[src/rtl/regfile_arbiter_if.sv]
// Bus bundle between two requesters, the arbiter and a register file.
// The master side is the environment (requesters plus register file);
// the slave side is the arbiter.
interface regfile_arbiter_if #(
    parameter int WORDSIZE = 64,
    parameter int SIZE     = 32
);
    localparam int AW = $clog2(SIZE);

    // Requester 0
    logic                req0_valid;
    logic                req0_ready;
    logic [AW-1:0]       req0_rs1;
    logic [AW-1:0]       req0_rs2;
    logic                req0_we;
    logic [AW-1:0]       req0_rd;
    logic [WORDSIZE-1:0] req0_wdata;
    logic                rsp0_valid;
    logic [WORDSIZE-1:0] rsp0_rs1_data;
    logic [WORDSIZE-1:0] rsp0_rs2_data;

    // Requester 1
    logic                req1_valid;
    logic                req1_ready;
    logic [AW-1:0]       req1_rs1;
    logic [AW-1:0]       req1_rs2;
    logic                req1_we;
    logic [AW-1:0]       req1_rd;
    logic [WORDSIZE-1:0] req1_wdata;
    logic                rsp1_valid;
    logic [WORDSIZE-1:0] rsp1_rs1_data;
    logic [WORDSIZE-1:0] rsp1_rs2_data;

    // Register file
    logic [AW-1:0]       rf_rs1;
    logic [AW-1:0]       rf_rs2;
    logic [WORDSIZE-1:0] rf_rs1_data;
    logic [WORDSIZE-1:0] rf_rs2_data;
    logic                rf_we;
    logic [AW-1:0]       rf_rd;
    logic [WORDSIZE-1:0] rf_wdata;

    modport master (
        output req0_valid, req0_rs1, req0_rs2, req0_we, req0_rd, req0_wdata,
        input  req0_ready, rsp0_valid, rsp0_rs1_data, rsp0_rs2_data,
        output req1_valid, req1_rs1, req1_rs2, req1_we, req1_rd, req1_wdata,
        input  req1_ready, rsp1_valid, rsp1_rs1_data, rsp1_rs2_data,
        input  rf_rs1, rf_rs2, rf_we, rf_rd, rf_wdata,
        output rf_rs1_data, rf_rs2_data
    );

    modport slave (
        input  req0_valid, req0_rs1, req0_rs2, req0_we, req0_rd, req0_wdata,
        output req0_ready, rsp0_valid, rsp0_rs1_data, rsp0_rs2_data,
        input  req1_valid, req1_rs1, req1_rs2, req1_we, req1_rd, req1_wdata,
        output req1_ready, rsp1_valid, rsp1_rs1_data, rsp1_rs2_data,
        output rf_rs1, rf_rs2, rf_we, rf_rd, rf_wdata,
        input  rf_rs1_data, rf_rs2_data
    );
endinterface

[src/rtl/regfile_arbiter.sv]
// Two-requester round-robin arbiter in front of a 2R1W register file.
// The granted requester drives the register file combinationally; read data
// is registered into that requester's response slot and flagged valid for
// the following cycle. Writes to x0 are dropped; no read/write forwarding.
module regfile_arbiter #(
    parameter int WORDSIZE = 64,
    parameter int SIZE     = 32
) (
    input  logic                   clk,
    input  logic                   reset,
    regfile_arbiter_if.slave       bus,
    output logic                   last_grant
);
    localparam int AW = $clog2(SIZE);

    logic                grant0;
    logic                grant1;

    logic                last_grant_q,  last_grant_d;
    logic                rsp0_valid_q,  rsp0_valid_d;
    logic                rsp1_valid_q,  rsp1_valid_d;
    logic [WORDSIZE-1:0] rsp0_rs1_q,    rsp0_rs1_d;
    logic [WORDSIZE-1:0] rsp0_rs2_q,    rsp0_rs2_d;
    logic [WORDSIZE-1:0] rsp1_rs1_q,    rsp1_rs1_d;
    logic [WORDSIZE-1:0] rsp1_rs2_q,    rsp1_rs2_d;

    // Round-robin grant: a lone requester wins, contention goes to the
    // requester that was not granted last; nothing is granted in reset.
    always_comb begin
        // NOTE: every combinational output gets a default first so no path
        // leaves it unassigned, which would otherwise infer a latch.
        grant0 = 1'b0;
        grant1 = 1'b0;
        if (!reset) begin
            if (bus.req0_valid && (!bus.req1_valid || last_grant_q)) begin
                grant0 = 1'b1;
            end else if (bus.req1_valid) begin
                grant1 = 1'b1;
            end
        end
    end

    // Steer the granted access onto the register file and compute next state.
    always_comb begin
        bus.rf_rs1    = '0;
        bus.rf_rs2    = '0;
        bus.rf_we     = 1'b0;
        bus.rf_rd     = '0;
        bus.rf_wdata  = '0;
        last_grant_d  = last_grant_q;
        rsp0_valid_d  = grant0;
        rsp1_valid_d  = grant1;
        rsp0_rs1_d    = rsp0_rs1_q;
        rsp0_rs2_d    = rsp0_rs2_q;
        rsp1_rs1_d    = rsp1_rs1_q;
        rsp1_rs2_d    = rsp1_rs2_q;

        if (grant0) begin
            bus.rf_rs1   = bus.req0_rs1;
            bus.rf_rs2   = bus.req0_rs2;
            bus.rf_we    = bus.req0_we && (bus.req0_rd != '0);
            bus.rf_rd    = bus.req0_rd;
            bus.rf_wdata = bus.req0_wdata;
            last_grant_d = 1'b0;
            rsp0_rs1_d   = bus.rf_rs1_data;
            rsp0_rs2_d   = bus.rf_rs2_data;
        end else if (grant1) begin
            bus.rf_rs1   = bus.req1_rs1;
            bus.rf_rs2   = bus.req1_rs2;
            bus.rf_we    = bus.req1_we && (bus.req1_rd != '0);
            bus.rf_rd    = bus.req1_rd;
            bus.rf_wdata = bus.req1_wdata;
            last_grant_d = 1'b1;
            rsp1_rs1_d   = bus.rf_rs1_data;
            rsp1_rs2_d   = bus.rf_rs2_data;
        end
    end

    // State register with synchronous reset; last_grant resets to 1 so
    // requester 0 wins the first contention.
    always_ff @(posedge clk) begin
        // NOTE: sequential state uses non-blocking assignments so every flop
        // samples its pre-edge inputs regardless of statement order.
        if (reset) begin
            last_grant_q <= 1'b1;
            rsp0_valid_q <= 1'b0;
            rsp1_valid_q <= 1'b0;
            // NOTE: the response data registers are reset too because their
            // contents are visible on the ports before the first response.
            rsp0_rs1_q   <= '0;
            rsp0_rs2_q   <= '0;
            rsp1_rs1_q   <= '0;
            rsp1_rs2_q   <= '0;
        end else begin
            last_grant_q <= last_grant_d;
            rsp0_valid_q <= rsp0_valid_d;
            rsp1_valid_q <= rsp1_valid_d;
            rsp0_rs1_q   <= rsp0_rs1_d;
            rsp0_rs2_q   <= rsp0_rs2_d;
            rsp1_rs1_q   <= rsp1_rs1_d;
            rsp1_rs2_q   <= rsp1_rs2_d;
        end
    end

    // Response valid is masked by reset so a reset in the cycle after a grant
    // swallows the pending pulse.
    assign bus.req0_ready    = grant0;
    assign bus.req1_ready    = grant1;
    assign bus.rsp0_valid    = rsp0_valid_q && !reset;
    assign bus.rsp1_valid    = rsp1_valid_q && !reset;
    assign bus.rsp0_rs1_data = rsp0_rs1_q;
    assign bus.rsp0_rs2_data = rsp0_rs2_q;
    assign bus.rsp1_rs1_data = rsp1_rs1_q;
    assign bus.rsp1_rs2_data = rsp1_rs2_q;
    assign last_grant        = last_grant_q;
endmodule

[src/flat_wrapper.sv]
// flat-port wrapper written by rule: the top's interface ports become plain ports
module regfile_arbiter_flat 
#(
    parameter int WORDSIZE = 64,
    parameter int SIZE     = 32
)
  (clk, reset, last_grant, bus_req0_valid, bus_req0_rs1, bus_req0_rs2, bus_req0_we, bus_req0_rd, bus_req0_wdata, bus_req0_ready, bus_rsp0_valid, bus_rsp0_rs1_data, bus_rsp0_rs2_data, bus_req1_valid, bus_req1_rs1, bus_req1_rs2, bus_req1_we, bus_req1_rd, bus_req1_wdata, bus_req1_ready, bus_rsp1_valid, bus_rsp1_rs1_data, bus_rsp1_rs2_data, bus_rf_rs1, bus_rf_rs2, bus_rf_we, bus_rf_rd, bus_rf_wdata, bus_rf_rs1_data, bus_rf_rs2_data);
  regfile_arbiter_if #(.WORDSIZE(WORDSIZE), .SIZE(SIZE)) bus_i ();
  input  logic clk;
  input  logic reset;
  output logic last_grant;
  input wire logic [$bits(bus_i.req0_valid)-1:0] bus_req0_valid;
  input wire logic [$bits(bus_i.req0_rs1)-1:0] bus_req0_rs1;
  input wire logic [$bits(bus_i.req0_rs2)-1:0] bus_req0_rs2;
  input wire logic [$bits(bus_i.req0_we)-1:0] bus_req0_we;
  input wire logic [$bits(bus_i.req0_rd)-1:0] bus_req0_rd;
  input wire logic [$bits(bus_i.req0_wdata)-1:0] bus_req0_wdata;
  output wire logic [$bits(bus_i.req0_ready)-1:0] bus_req0_ready;
  output wire logic [$bits(bus_i.rsp0_valid)-1:0] bus_rsp0_valid;
  output wire logic [$bits(bus_i.rsp0_rs1_data)-1:0] bus_rsp0_rs1_data;
  output wire logic [$bits(bus_i.rsp0_rs2_data)-1:0] bus_rsp0_rs2_data;
  input wire logic [$bits(bus_i.req1_valid)-1:0] bus_req1_valid;
  input wire logic [$bits(bus_i.req1_rs1)-1:0] bus_req1_rs1;
  input wire logic [$bits(bus_i.req1_rs2)-1:0] bus_req1_rs2;
  input wire logic [$bits(bus_i.req1_we)-1:0] bus_req1_we;
  input wire logic [$bits(bus_i.req1_rd)-1:0] bus_req1_rd;
  input wire logic [$bits(bus_i.req1_wdata)-1:0] bus_req1_wdata;
  output wire logic [$bits(bus_i.req1_ready)-1:0] bus_req1_ready;
  output wire logic [$bits(bus_i.rsp1_valid)-1:0] bus_rsp1_valid;
  output wire logic [$bits(bus_i.rsp1_rs1_data)-1:0] bus_rsp1_rs1_data;
  output wire logic [$bits(bus_i.rsp1_rs2_data)-1:0] bus_rsp1_rs2_data;
  output wire logic [$bits(bus_i.rf_rs1)-1:0] bus_rf_rs1;
  output wire logic [$bits(bus_i.rf_rs2)-1:0] bus_rf_rs2;
  output wire logic [$bits(bus_i.rf_we)-1:0] bus_rf_we;
  output wire logic [$bits(bus_i.rf_rd)-1:0] bus_rf_rd;
  output wire logic [$bits(bus_i.rf_wdata)-1:0] bus_rf_wdata;
  input wire logic [$bits(bus_i.rf_rs1_data)-1:0] bus_rf_rs1_data;
  input wire logic [$bits(bus_i.rf_rs2_data)-1:0] bus_rf_rs2_data;
  assign bus_i.req0_valid = bus_req0_valid;
  assign bus_i.req0_rs1 = bus_req0_rs1;
  assign bus_i.req0_rs2 = bus_req0_rs2;
  assign bus_i.req0_we = bus_req0_we;
  assign bus_i.req0_rd = bus_req0_rd;
  assign bus_i.req0_wdata = bus_req0_wdata;
  assign bus_req0_ready = bus_i.req0_ready;
  assign bus_rsp0_valid = bus_i.rsp0_valid;
  assign bus_rsp0_rs1_data = bus_i.rsp0_rs1_data;
  assign bus_rsp0_rs2_data = bus_i.rsp0_rs2_data;
  assign bus_i.req1_valid = bus_req1_valid;
  assign bus_i.req1_rs1 = bus_req1_rs1;
  assign bus_i.req1_rs2 = bus_req1_rs2;
  assign bus_i.req1_we = bus_req1_we;
  assign bus_i.req1_rd = bus_req1_rd;
  assign bus_i.req1_wdata = bus_req1_wdata;
  assign bus_req1_ready = bus_i.req1_ready;
  assign bus_rsp1_valid = bus_i.rsp1_valid;
  assign bus_rsp1_rs1_data = bus_i.rsp1_rs1_data;
  assign bus_rsp1_rs2_data = bus_i.rsp1_rs2_data;
  assign bus_rf_rs1 = bus_i.rf_rs1;
  assign bus_rf_rs2 = bus_i.rf_rs2;
  assign bus_rf_we = bus_i.rf_we;
  assign bus_rf_rd = bus_i.rf_rd;
  assign bus_rf_wdata = bus_i.rf_wdata;
  assign bus_i.rf_rs1_data = bus_rf_rs1_data;
  assign bus_i.rf_rs2_data = bus_rf_rs2_data;
  regfile_arbiter #(.WORDSIZE(WORDSIZE), .SIZE(SIZE)) u_core (.clk(clk), .reset(reset), .bus(bus_i), .last_grant(last_grant));
endmodule
[config.mk]
export PLATFORM = sky130hd
export DESIGN_NAME = regfile_arbiter_flat
export DESIGN_NICKNAME = d
export VERILOG_FILES = /design/src/rtl/regfile_arbiter_if.sv /design/src/rtl/regfile_arbiter.sv /design/src/flat_wrapper.sv
export SDC_FILE = /design/constraint.sdc
export NUM_CORES = 1
export LEC_CHECK = 0
export CORE_AREA = 2 2 244 246
export CTS_CLUSTER_DIAMETER = 60
export DETAILED_ROUTE_END_ITERATION = 10
export DIE_AREA = 0 0 246 248
export GPL_TIMING_DRIVEN = 0
export PLACE_DENSITY = 0.47
export SKIP_CTS_REPAIR_TIMING = 1
export SYNTH_ARGS = -nofsm -noshare
export SYNTH_HDL_FRONTEND = slang
export SYNTH_SLANG_ARGS = --single-unit
[constraint.sdc]
create_clock -name clk -period 2.45 [get_ports clk]
set_input_delay 0.49 -clock clk [delete_from_list [all_inputs] [get_ports clk]]
set_output_delay 0.49 -clock clk [all_outputs]
set_load 0.1 [all_outputs]
==> results of run 1 <==
-- final cells by class --
cell class / instances / area (um2) / area share
Inverter: 1 / 3.75 / 0.000187
Clock buffer: 46 / 968 / 0.0483
Clock inverter: 16 / 209 / 0.0104
Tap cell: 773 / 967 / 0.0482
Buffer: 128 / 623 / 0.0310
Timing Repair Buffer: 638 / 7550 / 0.376
Antenna cell: 3 / 7.51 / 0.000374
Multi-Input combinational cell: 866 / 4550 / 0.227
Sequential cell: 259 / 5190 / 0.259
-- flip-flops by register name (all words and copies together), names as in the netlist --
signal and cells:
u_core.bus.rsp0_rs1_data 64, u_core.bus.rsp0_rs2_data 64, u_core.bus.rsp1_rs1_data 64, u_core.bus.rsp1_rs2_data 64, u_core.last_grant 1, u_core.rsp0_valid_q 1
u_core.rsp1_valid_q 1
-- placed cells by master, fill, tap and decap left out, types with 3 or more instances in the layout --
| cell type | n |
|---|---|
| clkbuf_16 | 36 |
| inv_6 | 4 |
| dlymetal6s2s_1 | 156 |
| diode_2 | 3 |
| nand3_1 | 128 |
| clkbuf_4 | 5 |
| clkbuf_8 | 3 |
| clkbuf_2 | 4 |
| a21oi_1 | 256 |
| o21ai_0 | 121 |
| o21ai_1 | 8 |
| buf_8 | 3 |
| bufinv_16 | 3 |
| nand2_1 | 258 |
| buf_1 | 5 |
| buf_12 | 79 |
| clkinv_2 | 4 |
| dfxtp_1 | 258 |
| clkbuf_1 | 91 |
| a22o_4 | 11 |
| a22o_2 | 68 |
| clkdlybuf4s50_1 | 391 |
| buf_2 | 19 |
| buf_6 | 12 |
| buf_4 | 8 |
-- per-stage QoR --
stage / util / worst slack (ps) / total power (uW)
6_report: 0.343 / -93.4 / 14800
5_1_grt: 0.343 / -159 / 15300
4_1_cts: 0.321 / -2310 / 14700
3_5_place_dp: 0.301 / -2300 / 9350
3_3_place_gp: 0.301 / -2330 / 9340
2_1_floorplan: - / 54.2 / 7770
-- metal layers --
layer | up-vias | track usage
li1 | 5754 | -
met2 | 496 | 0.342
met4 | 4 | 0.0749
met1 | 5726 | 0.196
met3 | 100 | 0.0458
met5 | - | 0
-- where the power goes --
part / switching, uW / internal, uW / leakage, uW
clock network: 2090 / 3160 / 0.000577
registers: 119 / 4460 / 0.00213
logic: 3470 / 1450 / 0.00697
total: 5680 / 9070 / 0.00967
-- path summary, 6_finish.rpt --
path,start,endpoint,cells past startpoint
setup / recovery,u_core.bus.rsp0_rs2_data[16],bus_rsp0_rs2_data[16],1
hold / removal,bus_req1_valid,u_core.last_grant,3
setup reg to reg,u_core.last_grant,u_core.bus.rsp0_rs1_data[56],5
hold reg to reg,u_core.bus.rsp1_rs2_data[12],u_core.bus.rsp1_rs2_data[12],2
-- kinds of logic (layout without fill, tap and decap cells) --
family | Yosys count | in the layout | share of synthesized area
AO/OA/AOI/OAI | 468 | 468 | 0.263
AND/OR/NAND/NOR | 398 | 398 | 0.167
flip-flops | 259 | 259 | 0.513
buffers and inverters | 130 | 829 | 0.0573
other | 0 | 3 | 0
==> reports/results.txt, run 1 <==
via-per-instance ratio -> 4.42
VDD IR max -> 0.000549 V
Synth async-reset ratio -> 0
Placed Area -> 0.0176 mm2
Via Count -> 12080
GP Congestion -> 0.885
Syn Std Cell Area -> 0.0101 mm2
fin crit period -> 2540 ps
commonest cells in the netlist -> dfxtp_1 (259), nand2_1 (258), a21oi_1 (256)
Critical Path, Cell by Cell -> clkdlybuf4s50_1
Worst setup SP type -> flop
endpoints failing hold -> 0
Worst-Skew Late Latency -> 550 ps
Layout Cells excl Fill -> 2730
clock buffer depth -> 3
Critical path buffers and inverters -> 1
post-synthesis sequential area ratio -> 0.513
Worst Setup End Kind -> primary output
Root Buffer -> clkbuf_16
max layer used -> met5
Ys Warns -> 0
RSZ-0062 raised after global routing -> true
cell taking the most area after synthesis -> dfxtp_1
nets -> 2222
CP max stage delay -> 1180 ps
CTS buffer count -> 36
FILL cells -> 6041
drt drc -> 0
Slew @ Worst Pin -> 1190 ps
Worst path top cell family by delay -> buffers and inverters
WL met2 -> 31300 um
GR Util All Layers -> 0.184
Initial Util -> 0.173
Detail Route Antenna Nets -> 0
core area -> 0.0585 mm2
Syn Area/Cell -> 8.05 um2
Worst Hold Margin -> 330 ps
leakage power -> 0.00967 uW
Slew headroom -> 0.203
H-tree depth -> 2
Slew Limit Fails -> 0
Num Clock Sinks -> 259
routed length per placed instance -> 22.0 um
clk_skew -> 14.7 ps
most frequent cell after synthesis -> dfxtp_1
flops & latches, synth -> 259
CP Max Fanout -> 2
met3 WL post-DR -> 4350 um
first-pass GRT wire length -> 82300 um
synth top area cells -> dfxtp_1 (51%), a21oi_1 (13%), nand2_1 (9.6%)
CTS tree -> done
synth unique cells -> 24
Post-synth EDFFs -> 0
area grow syn2layout -> 98.6%
clk slew on worst S/H paths -> 60 ps
vias in the first global route -> 12062
Post-Route M1 WL -> 22000 um
die area -> 0.0610 mm2
setup ws final -> -93.4 ps
initial antenna violation count -> 8
failing checks -> negative setup slack
P per Cell Area -> 735 mW/mm2
share of layout cells above drive strength 1 -> 0.140
MaxCap Viol Count -> 0
HP Class -> primary input to flop
Synth Flop Type -> dfxtp_1
Reg2Reg Setup Slack -> 220 ps
Final setup viols -> 187
CP Class -> flop to primary output
Ports -> 633
sum of negative setup slack -> -9010 ps
first-pass detailed-route iteration total -> 5
top cell type's share of synthesized area -> 0.513
Max Fclk -> 0.393 GHz
largest net degree at the start of global routing -> 13
GRT overflow -> 0
width of the die -> 246 um
crit path DAT -> 2050 ps
Cells after DPL -> 2660
Die Height -> 248 um
syn_nets -> 1547
PortBufs -> 632
WL final -> 60200 um
final instance area -> 0.0201 mm2
CP max stage cell -> clkdlybuf4s50_1
Mapped Cells -> 1255
DPL Wire Length -> 47100 um
status -> finished, violations left
Req. time, crit path -> 1960 ps
num rows -> 89
initial detailed-routing violation count -> 580
part of the cycle the worst path needs -> 1.04
(Power assumes the default switching activity.)
==> run 2, diff against run 1 <==
--- a/config.mk
+++ b/config.mk
@@ -5,12 +5,12 @@
 export SDC_FILE = /design/constraint.sdc
 export NUM_CORES = 1
 export LEC_CHECK = 0
-export CORE_AREA = 2 2 244 246
+export CORE_AREA = 2 2 246 248
 export CTS_CLUSTER_DIAMETER = 60
 export DETAILED_ROUTE_END_ITERATION = 10
-export DIE_AREA = 0 0 246 248
+export DIE_AREA = 0 0 248 250
 export GPL_TIMING_DRIVEN = 0
-export PLACE_DENSITY = 0.47
+export PLACE_DENSITY = 0.48
 export SKIP_CTS_REPAIR_TIMING = 1
 export SYNTH_ARGS = -nofsm -noshare
 export SYNTH_HDL_FRONTEND = slang
==> constraint.sdc (replaced) <==
create_clock -name clk -period 2.3 [get_ports clk]
set_input_delay 0.46 -clock clk [delete_from_list [all_inputs] [get_ports clk]]
set_output_delay 0.46 -clock clk [all_outputs]
set_load 0.1 [all_outputs]
==> reports/results.txt, run 2 (synthesized netlist as in run 1, its figures left out) <==
status -> finished, violations left
failing checks -> negative setup slack
HP Start -> bus_req1_valid
Ports -> 633
area grow syn2layout -> 103%
leakage power -> 0.00903 uW
commonest non-fill, non-tap cells in the layout -> clkdlybuf4s50_1 (452), nand2_1 (258), dfxtp_1 (258), a21oi_1 (256), nand3_1 (128)
Worst setup SP type -> primary input
Slew headroom -> 0.137
DPL Wire Length -> 44700 um
clock buffer depth -> 3
width of the die -> 248 um
commonest non-fill, non-tap cell in the layout -> clkdlybuf4s50_1
num rows -> 90
Final setup viols -> 348
GRT overflow -> 0
drt drc -> 0
total power -> 15700 uW
RSZ-0062 raised after global routing -> true
Req. time, crit path -> 1840 ps
GR Util All Layers -> 0.171
initial antenna violation count -> 10
Max Fclk -> 0.392 GHz
Slew Limit Fails -> 0
MaxCap Viol Count -> 0
HP Class -> primary input to flop
crit path DAT -> 2090 ps
Layout Cells excl Fill -> 2736
WL final -> 56700 um
first-pass detailed-route iteration total -> 5
Worst Hold Margin -> 292 ps
R2R Path Start -> u_core.last_grant
Initial Util -> 0.170
Slew @ Worst Pin -> 1290 ps
CP Class -> primary input to primary output
Root Buffer -> clkbuf_16
first-pass GRT wire length -> 78500 um
endpoints failing hold -> 0
PortBufs -> 632
Via Count -> 11939
nets -> 2219
clk slew on worst S/H paths -> 60 ps
Die Height -> 250 um
routed length per placed instance -> 20.7 um
part of the cycle the worst path needs -> 1.11
clk_skew -> 17.1 ps
Num Clock Sinks -> 259
CP Max Fanout -> 2
vias in the first global route -> 12008
H-tree depth -> 2
CTS tree -> done
via-per-instance ratio -> 4.36
share of layout cells above drive strength 1 -> 0.137
VDD IR max -> 0.000452 V
core area -> 0.0596 mm2
initial detailed-routing violation count -> 584
Placed Area -> 0.0181 mm2
P per Cell Area -> 765 mW/mm2
Cells after DPL -> 2669
fin crit period -> 2550 ps
Worst-Skew Late Latency -> 530 ps
Reg2Reg Setup Slack -> 20 ps
setup ws final -> -251 ps
sum of negative setup slack -> -51550 ps
largest net degree at the start of global routing -> 12
Detail Route Antenna Nets -> 0
final instance area -> 0.0205 mm2
Worst Setup End Kind -> primary output
CTS buffer count -> 35
die area -> 0.0620 mm2
crit path launch -> bus_req0_rd[1]
GP Congestion -> 0.841
[run 2: cell count changes in the layout (fill, tap and decap cells not counted), moves of 4 or more]
| cell | previous run | this run |
|---|---|---|
| a22o_2 | 68 | 0 |
| buf_4 | 8 | 3 |
| clkdlybuf4s50_1 | 391 | 452 |
| clkbuf_8 | 3 | 7 |
| dlymetal6s2s_1 | 156 | 96 |
| buf_12 | 79 | 86 |
| a22o_4 | 11 | 79 |
| buf_6 | 12 | 7 |
[run 2: final timing paths]
check	endpoint	cells past startpoint
max	bus_rf_we	5
min	u_core.last_grant	3
max reg2reg	u_core.bus.rsp0_rs1_data[10]	5
min reg2reg	u_core.bus.rsp1_rs1_data[7]	2
[run 2: worst max-delay path: stages]
cell             delay [ps]
clkdlybuf4s50_1         440
or4_1                   520
o21a_1                  210
a32o_4                  290
buf_12                  170
[run 2: cell type report]
| class | count | area (um2) |
|---|---|---|
| Tap cell | 782 | 978 |
| Clock buffer | 51 | 1050 |
| Multi-Input combinational cell | 866 | 5060 |
| Fill cell | 6106 | 39100 |
| Clock inverter | 9 | 118 |
| Antenna cell | 4 | 10.0 |
| Buffer | 128 | 683 |
| Sequential cell | 259 | 5190 |
| Inverter | 1 | 6.26 |
| Timing Repair Buffer | 636 | 7420 |
[run 2: power by group]
group | switching [uW] | total (uW) | internal [uW] | leakage (uW)
clock network | 2080 | 5480 | 3400 | 0.000572
registers | 137 | 4890 | 4750 | 0.00213
logic | 3700 | 5330 | 1640 | 0.00633
total | 5910 | 15700 | 9790 | 0.00903
[run 2: routing by layer]
layer	vias up	track usage	part of all wire
li1	5742	-	-
met1	5643	0.186	0.38
met2	447	0.315	0.52
met3	95	0.0440	0.072
met4	12	0.0618	0.030
met5	-	0	0.0012
[run 2: through the flow]
stage,util,setup WS [ps]
final,0.344,-251
after detailed placement,0.304,-2190
after CTS,0.324,-2200
after floorplan,-,-78.4
after global placement,0.304,-2190
after global routing,0.344,-326
